`src/rtl/ysyx_22041211_ifu_prefetch.sv`:
```
// ysyx_22041211_ifu_prefetch: prefetching IFU with an in-order fetch FIFO and redirect flush.
// Define YSYX_22041211_IFU_MISALIGN_CHECK_EN to turn misaligned redirect targets into fault entries.
module ysyx_22041211_ifu_prefetch #(
    parameter int ADDR_WIDTH = 32,
    parameter int DATA_WIDTH = 32,
    parameter int DEPTH = 4,
    parameter logic [ADDR_WIDTH-1:0] RESET_PC = 32'h8000_0000
) (
    input  logic                  clk,
    input  logic                  rst,
    input  logic                  redirect_i,
    input  logic [ADDR_WIDTH-1:0] redirect_target_i,
    output logic                  mem_req_valid_o,
    input  logic                  mem_req_ready_i,
    output logic [ADDR_WIDTH-1:0] mem_req_addr_o,
    input  logic                  mem_resp_valid_i,
    input  logic [DATA_WIDTH-1:0] mem_resp_data_i,
    input  logic                  mem_resp_err_i,
    output logic                  inst_valid_o,
    input  logic                  inst_ready_i,
    output logic [DATA_WIDTH-1:0] inst_o,
    output logic [ADDR_WIDTH-1:0] pc_o,
    output logic                  fault_o
);
    localparam int PW = $clog2(DEPTH);
    localparam int CW = $clog2(DEPTH + 1);

    logic [ADDR_WIDTH-1:0] fetch_pc, target;
    logic [CW-1:0]         outstanding, kill_cnt, count;
    logic [CW:0]           used;
    logic [PW-1:0]         rd_ptr, wr_ptr, fl_rd, fl_wr;
    logic [ADDR_WIDTH-1:0] pc_mem [DEPTH];
    logic [DATA_WIDTH-1:0] inst_mem [DEPTH];
    logic                  fault_mem [DEPTH];
    logic [ADDR_WIDTH-1:0] fl_pc [DEPTH];
    logic                  stopped, mis_pend, misaligned;
    logic                  req_fire, resp_ok, push, push_fault, pop;

`ifdef YSYX_22041211_IFU_MISALIGN_CHECK_EN
    assign misaligned = |redirect_target_i[1:0];
    assign target     = redirect_target_i;
`else
    assign misaligned = 1'b0;
    assign target     = redirect_target_i & ~ADDR_WIDTH'(3);
`endif

    // Killed requests still occupy the in-flight queue, so outstanding is capped too.
    assign used            = {1'b0, outstanding} - {1'b0, kill_cnt} + {1'b0, count};
    assign mem_req_valid_o = !redirect_i && !stopped && used < (CW+1)'(DEPTH) && outstanding < CW'(DEPTH);
    assign mem_req_addr_o  = fetch_pc;
    assign req_fire        = mem_req_valid_o && mem_req_ready_i;
    assign resp_ok         = mem_resp_valid_i && outstanding != '0;
    assign push            = resp_ok && kill_cnt == '0 && !redirect_i;
    assign push_fault      = mis_pend && !redirect_i && count < CW'(DEPTH);
    assign inst_valid_o    = count != '0;
    assign pop             = inst_valid_o && inst_ready_i && !redirect_i;
    assign inst_o          = inst_valid_o ? inst_mem[rd_ptr] : '0;
    assign pc_o            = inst_valid_o ? pc_mem[rd_ptr] : '0;
    assign fault_o         = inst_valid_o && fault_mem[rd_ptr];

    always_ff @(posedge clk) begin
        if (rst) begin
            fetch_pc    <= RESET_PC;
            outstanding <= '0;
            kill_cnt    <= '0;
            count       <= '0;
            rd_ptr      <= '0;
            wr_ptr      <= '0;
            fl_rd       <= '0;
            fl_wr       <= '0;
            stopped     <= 1'b0;
            mis_pend    <= 1'b0;
        end else begin
            outstanding <= outstanding + CW'(req_fire) - CW'(resp_ok);
            if (req_fire) begin
                fl_wr    <= fl_wr + PW'(1);
                fetch_pc <= fetch_pc + ADDR_WIDTH'(4);
            end
            if (resp_ok) fl_rd <= fl_rd + PW'(1);
            if (redirect_i) begin
                fetch_pc <= target;
                kill_cnt <= outstanding - CW'(resp_ok);
                count    <= '0;
                rd_ptr   <= '0;
                wr_ptr   <= '0;
                stopped  <= misaligned;
                mis_pend <= misaligned;
            end else begin
                if (resp_ok && kill_cnt != '0) kill_cnt <= kill_cnt - CW'(1);
                if (push || push_fault) wr_ptr <= wr_ptr + PW'(1);
                if (pop) rd_ptr <= rd_ptr + PW'(1);
                if (push_fault) mis_pend <= 1'b0;
                count <= count + CW'(push || push_fault) - CW'(pop);
            end
        end
    end

    always_ff @(posedge clk) begin
        if (req_fire) fl_pc[fl_wr] <= fetch_pc;
        if (push || push_fault) begin
            pc_mem[wr_ptr]    <= push_fault ? fetch_pc : fl_pc[fl_rd];
            inst_mem[wr_ptr]  <= push_fault ? '0 : mem_resp_data_i;
            fault_mem[wr_ptr] <= push_fault || mem_resp_err_i;
        end
    end
endmodule
```
`config.mk`:
```
export PLATFORM = sky130hd
export DESIGN_NAME = ysyx_22041211_ifu_prefetch
export DESIGN_NICKNAME = d
export VERILOG_FILES = /design/src/rtl/ysyx_22041211_ifu_prefetch.sv
export SDC_FILE = /design/constraint.sdc
export NUM_CORES = 1
export LEC_CHECK = 0
export CAP_MARGIN = 5
export CORE_MARGIN = 2
export CORE_UTILIZATION = 35
export DETAILED_ROUTE_END_ITERATION = 10
export GPL_ROUTABILITY_DRIVEN = 0
export PLACE_DENSITY_LB_ADDON = 0.3
export SYNTH_ARGS = -nofsm -noshare
export SYNTH_HDL_FRONTEND = slang
export SYNTH_SLANG_ARGS = --single-unit
```
`constraint.sdc`:
```
create_clock -name clk -period 10.29 [get_ports clk]
set_input_delay 1.029 -clock clk [delete_from_list [all_inputs] [get_ports clk]]
set_output_delay 1.029 -clock clk [all_outputs]
set_load 0.005 [all_outputs]
```
==> impl_metrics.csv, run 1 <==
group,metric,value,unit
yosys,ys.flop_type,"edfxtp_1",
yosys,ys_seq_area_share,71.5,%
timing,setup-violations-final,0,
timing,maxSlewViolCount,0,
floorplanning,rows,80,
cts,clockBufferDepth,3,
critical_path,r2r_cells,14,
power,power_density,204,nW/um^2
timing,clock_skew,0.0219,ns
yosys,syn-cell-area,17100,sq um
timing,fin_crit,4.36,ns
placement,io_buffers,163,
power,internal-power,3.23,mW
critical_path,path_cells,"buf_4 -> mux4_2 -> and2_1 -> clkdlybuf4s50_1",
cts,post-cts-setup-buffers,0,
drt,first_pass_iters,6,
cts,cts_inserted_buffers,46,
critical_path,cp_slowest_cell,"buf_4",
timing,fmax,229,MHz
drt,drt-initial-drc-count,538,
yosys,ys_seq_elements,423,
critical_path,cp-start-kind,"flip-flop",
drt,post_drt_wl_per_cell,20.1,microns
yosys,synth_cells,931,
finish,final_layout_size_suffix_gt1_share,17.2,%
yosys,synthTopCellsByCount,"edfxtp_1, mux4_2, and2_1, dfxtp_1, nor2_1",
cts,path_clk_slew,0.06,ns
yosys,async_reset_ff_share,0,%
drt,vias,8755,
power,seqPwrFrac,49.3,%
critical_path,critPathKind,"flip-flop to primary output",
placement,place_ws,6.33,ns
cts,ctsHtreeMaxLevel,2,
yosys,avgSynthCellArea,18.3,sq um
finish,diodes,0,
grt,antenna_found_initial,0,
finish,fin_util,43.4,%
yosys,synth_warnings,0,
drt,ant_nets,0,
power,clockPowerShare,38.0,%
power,p_leak,6.48,nW
yosys,ys_types,50,
cts,cts_root_buf,"clkbuf_16",
floorplanning,start_util,35.6,%
floorplanning,dieArea,50500,sq um
drt,via_per_inst,5.00,
finish,area_delta_synth_final,21.9,%
grt,grt_max_degree,66,
power,p_comb_share,12.7,%
worst_hold_path,hp-class,"flip-flop to flip-flop",
timing,setup_slack,5.93,ns
timing,hold_viol_final,0,
timing,worstMarginPinSlew,1.08,ns
critical_path,worstPathRequired,9.26,ns
power,ir_worst_vdd,0.102,mV
cts,clk_latency,0.57,ns
drt,drc,0,
floorplanning,ios,170,
worst_hold_path,hold_depth,2,
grt,grt_pass1_wl,54100,microns
yosys,synthTopCellsByArea,"edfxtp_1, mux4_2, dfxtp_1",
finish,fin_nets,1197,
grt,grt-ovfl-total,0,
job,drv_cap,0,
yosys,synth_top_area_cell,"edfxtp_1",
grt,grt_usage,14.2,%
power,switching_share,23.8,%
cts,cts_hold_buf,0,
critical_path,crit_fanout,44,
critical_path,endpoint_kind,"primary output",
drt,drt_wl_total,35200,microns
critical_path,worstPathArrival,3.33,ns
timing,fin_crit_sh,42.4,%
floorplanning,core_area,47900,sq um
critical_path,max_stage_delay,0.82,ns
placement,dpl.hpwl,20400,microns
timing,rsz0062_at_grt,"no",
outcome,status,"finished clean",
cts,cts_sinks,423,
yosys,synth_enable_flop_cells,372,
yosys,synth_most_common_cell,"edfxtp_1",
grt,grt_pass1_vias,9059,
power,netSwitchingPower,1.01,mW
timing,max_slew_margin,27.7,%
floorplanning,die_h,225,microns
cts,cts_tree,"done",
cts,post_cts_resized,0,
timing,tns,0,ns
yosys,synth_top_area_share,65.5,%
floorplanning,die_x,225,microns
[cell families after synthesis]
logic type / count (synthesis) / synth area share [%]
compound gates: 67 / 3.70
xor+xnor: 33 / 1.69
fa+ha+maj: 24 / 1.94
buf+inv: 89 / 2.30
flops: 423 / 71.5
mux: 97 / 12.5
other cells: 1 / 0.0220
simple gates: 197 / 6.35
[critical path, delay by kind of cell, from the launching register on]
kind	cells	cell delay (ns)
buffers and inverters	2	1.32
multiplexers	1	0.61
AND/OR/NAND/NOR	1	0.18
flip-flops	1	0.63
[power groups by stage]
stage	registers [mW]	clock network [mW]	logic, mW
after CTS	2.09	1.66	0.551
after floorplan	2.09	0	0.380
after detailed placement	2.13	0	0.548
final	2.09	1.61	0.538
after global placement	2.12	0	0.534
after global routing	2.10	1.73	0.597
[flip-flops by register name (all words and copies together) (netlist names), named ones only]
register        count
wr_ptr              2
count               3
pc_mem            120
inst_mem          128
kill_cnt            3
fl_wr               2
fault_mem           4
mem_req_addr_o     30
fl_rd               2
fl_pc             120
outstanding         3
rd_ptr              2
[metal layers]
layer | track usage, % | part of all wire (%) | up-vias | wire, microns
li1 | - | - | 3997 | -
met1 | 19.8 | 47 | 4501 | 16400
met2 | 22.5 | 47 | 218 | 16500
met3 | 3.21 | 4.9 | 39 | 1710
met4 | 3.57 | 1.6 | 0 | 578
met5 | 0 | 0 | - | 0
[area by class of cell]
cell class,instances,area (sq um)
fill,4202,27200
sequential,423,12200
multi-input combinational,422,4500
timing repair buffer,174,1710
clock buffer,54,1180
tap,615,769
clock inverter,29,292
inverter,35,131
[placed cells by master, fill, tap and decap left out, drive strengths merged, types with 4 or more instances in the layout]
cell           Yosys  routed
and3               4       4
nand3             16      16
clkdlybuf4s50      0     163
a31oi              5       5
a211o              4       4
clkbuf            31      54
nor2              43      43
a311oi             4       4
xnor2             30      30
edfxtp           372     372
dfxtp             51      51
nand2             21      21
a21oi             10      10
conb               1       4
clkinv             0      22
buf               23      11
mux4              93      93
ha                20      20
and2              73      73
nor3               8       8
fa                 4       4
a211oi            22      22
inv               35      36
and4               9       9
bufinv             0       5
nand4              9       9
a2111oi           14      14
[path summary, 6_finish.rpt]
check / startpoint / to / slack [ns]
setup / recovery: flip-flop / pc_o[8] / 5.93
hold / removal: fl_rd[1] / flip-flop / 0.54
setup reg to reg: outstanding[2] / outstanding[2] / 6.56
hold reg to reg: fl_rd[1] / flip-flop / 0.54
[per-stage QoR]
step           power (mW)  std cells  area [sq um]  hold slack, ns
3_5_place_dp         2.67       1669         19300           0.519
5_1_grt              4.42       1752         20800           0.570
4_1_cts              4.30       1752         20800           0.536
3_3_place_gp         2.65       1669         19300           0.500
2_1_floorplan        2.47        934         17100           0.485
6_report             4.23       1752         20800           0.539
No activity file was read; power rests on OpenSTA's default activity.
==> run 2: changes to the inputs <==
==> constraint.sdc (replaced) <==
create_clock -name clk -period 4.4 [get_ports clk]
set_input_delay 0.44 -clock clk [delete_from_list [all_inputs] [get_ports clk]]
set_output_delay 0.44 -clock clk [all_outputs]
set_load 0.005 [all_outputs]
==> run 2 against run 1 <==
  * Non-clock buffer count is 5 higher
  * Total power increased by 130%
  * Clock power up 130%
  * Design area is 0.34% higher
  * Sequential power is 130% higher
  * Critical path depth rose by 2
  * Largest cell class unchanged
  * Cell count rose by 0.17%
  * Die area did not move
  * Clock-buffer cell count grew 4
  * Clock skew fell by 0.0075 ns
  * Routed wire length shrank 0.99%
  * Worst setup slack lost 5.3 ns
==> impl_metrics.csv, run 2 (synthesized netlist as in run 1, its figures left out) <==
group,metric,value,unit
finish,final_common_cell,"edfxtp_1",
cts,ctsHtreeMaxLevel,2,
grt,grt_max_degree,65,
timing,setup-violations-final,0,
cts,cts_inserted_buffers,45,
timing,fin_crit_sh,85.8,%
drt,vias,8711,
timing,fin_crit,3.77,ns
finish,fin_nets,1201,
power,power_density,476,nW/um^2
timing,clock_skew,0.0145,ns
timing,hold_viol_final,0,
finish,layout_common_cells,"edfxtp_1, clkdlybuf4s50_1, mux4_2, and2_1",
cts,post-cts-setup-buffers,0,
critical_path,cp-start-kind,"flip-flop",
drt,via_per_inst,4.96,
grt,grt-ovfl-total,0,
finish,multi_input_area,4500,sq um
drt,drt-initial-drc-count,516,
power,ir_worst_vdd,0.327,mV
critical_path,endpoint_kind,"primary output",
timing,tns,0,ns
finish,largest_register,"inst_mem",
floorplanning,start_util,35.6,%
timing,maxSlewViolCount,0,
placement,dpl.cell_count,1674,
finish,final_layout_size_suffix_gt1_share,17.8,%
placement,dpl.hpwl,20800,microns
timing,max_slew_margin,27.5,%
timing,fmax,265,MHz
finish,area_delta_synth_final,22.3,%
grt,grt_usage,14.1,%
placement,io_buffers,163,
worst_hold_path,hold_depth,3,
cts,cts_hold_buf,0,
cts,cts_root_buf,"clkbuf_16",
critical_path,crit_fanout,7,
critical_path,worstPathArrival,3.33,ns
cts,clk_latency,0.56,ns
timing,rsz0062_at_grt,"no",
grt,grt_pass1_wl,53900,microns
critical_path,r2r_cells,17,
finish,largest_register_ffs,128,
outcome,status,"finished clean",
cts,path_clk_slew,0.06,ns
critical_path,worstPathRequired,3.96,ns
floorplanning,ios,170,
critical_path,critPathKind,"flip-flop to primary output",
grt,antenna_found_initial,0,
floorplanning,die_x,225,microns
floorplanning,dieArea,50500,sq um
cts,post_cts_resized,0,
worst_hold_path,hp-class,"input pin to flip-flop",
floorplanning,rows,80,
job,drv_cap,0,
finish,seq_area,12200,sq um
finish,largestRegisters,"inst_mem: 128 flops, fl_pc: 120 flops, pc_mem: 120 flops",
finish,fill_cells,4231,
floorplanning,die_h,225,microns
drt,first_pass_iters,5,
floorplanning,core_area,47900,sq um
grt,grt_pass1_vias,9269,
drt,ant_nets,0,
power,p_leak,6.53,nW
cts,clockBufferDepth,3,
cts,cts_tree,"done",
drt,post_drt_wl_per_cell,19.9,microns
power,power,9.92,mW
drt,drc,0,
finish,final_cells,1755,
finish,diodes,0,
timing,worstMarginPinSlew,1.09,ns
cts,cts_sinks,423,
drt,drt_wl_total,34800,microns
[run 2: cell types whose count changed in the layout (fill, tap and decap cells not counted), moves of 2 or more]
cell,delta
and2_1,+4
clkinv_2,+6
buf_4,+3
buf_12,+2
clkinv_4,-2
clkbuf_8,+2
and2_2,-4
inv_6,+2
clkinv_1,-10
[run 2: through the flow]
stage / instance area, sq um / utilization [%] / worst slack [ns] / hold slack, ns
global route: 20900 / 43.5 / 0.373 / 0.431
detailed placement: 19400 / 40.4 / 0.685 / 0.521
finish: 20900 / 43.5 / 0.626 / 0.455
CTS: 20900 / 43.5 / 0.572 / 0.416
global placement: 19400 / 40.4 / 0.745 / 0.499
floorplan: 17100 / - / 1.00 / 0.485
[run 2: final cells by class]
type / count / area share, %
tap: 615 / 3.69
timing repair buffer: 179 / 8.52
multi-input combinational: 422 / 21.6
clock buffer: 58 / 5.93
clock inverter: 23 / 1.19
sequential: 423 / 58.5
inverter: 35 / 0.630
[run 2: metal layers]
metal	GRT usage (%)	vias up	part of all wire (%)
met1	19.0	4431	45
met2	23.2	220	48
li1	-	4007	-
met3	3.16	53	5.0
met4	3.52	0	1.8
met5	0	-	0
[run 2: worst max-delay path, cell delays in order (launching register included)]
cell and delay (ns):
dfxtp_1 0.53, fa_1 0.46, ha_1 0.36, nor2b_1 0.19, o21ai_0 0.21, a311oi_1 0.44, clkdlybuf4s50_1 0.58
[run 2: final timing paths]
| path | start | endpoint | slack [ns] |
|---|---|---|---|
| worst max-delay path | outstanding[2] | mem_req_valid_o | 0.63 |
| worst min-delay path | redirect_target_i[22] | mem_req_addr_o[22] | 0.45 |
| worst max register to register | outstanding[1] | outstanding[2] | 0.70 |
| worst min register to register | rd_ptr[1] | rd_ptr[1] | 0.53 |
[run 2: power by group]
part	internal (mW)	leakage, nW	switching, mW
combinational	0.610	2.00	0.623
sequential	4.72	3.79	0.186
clock	2.28	0.731	1.51
total	7.61	6.53	2.31
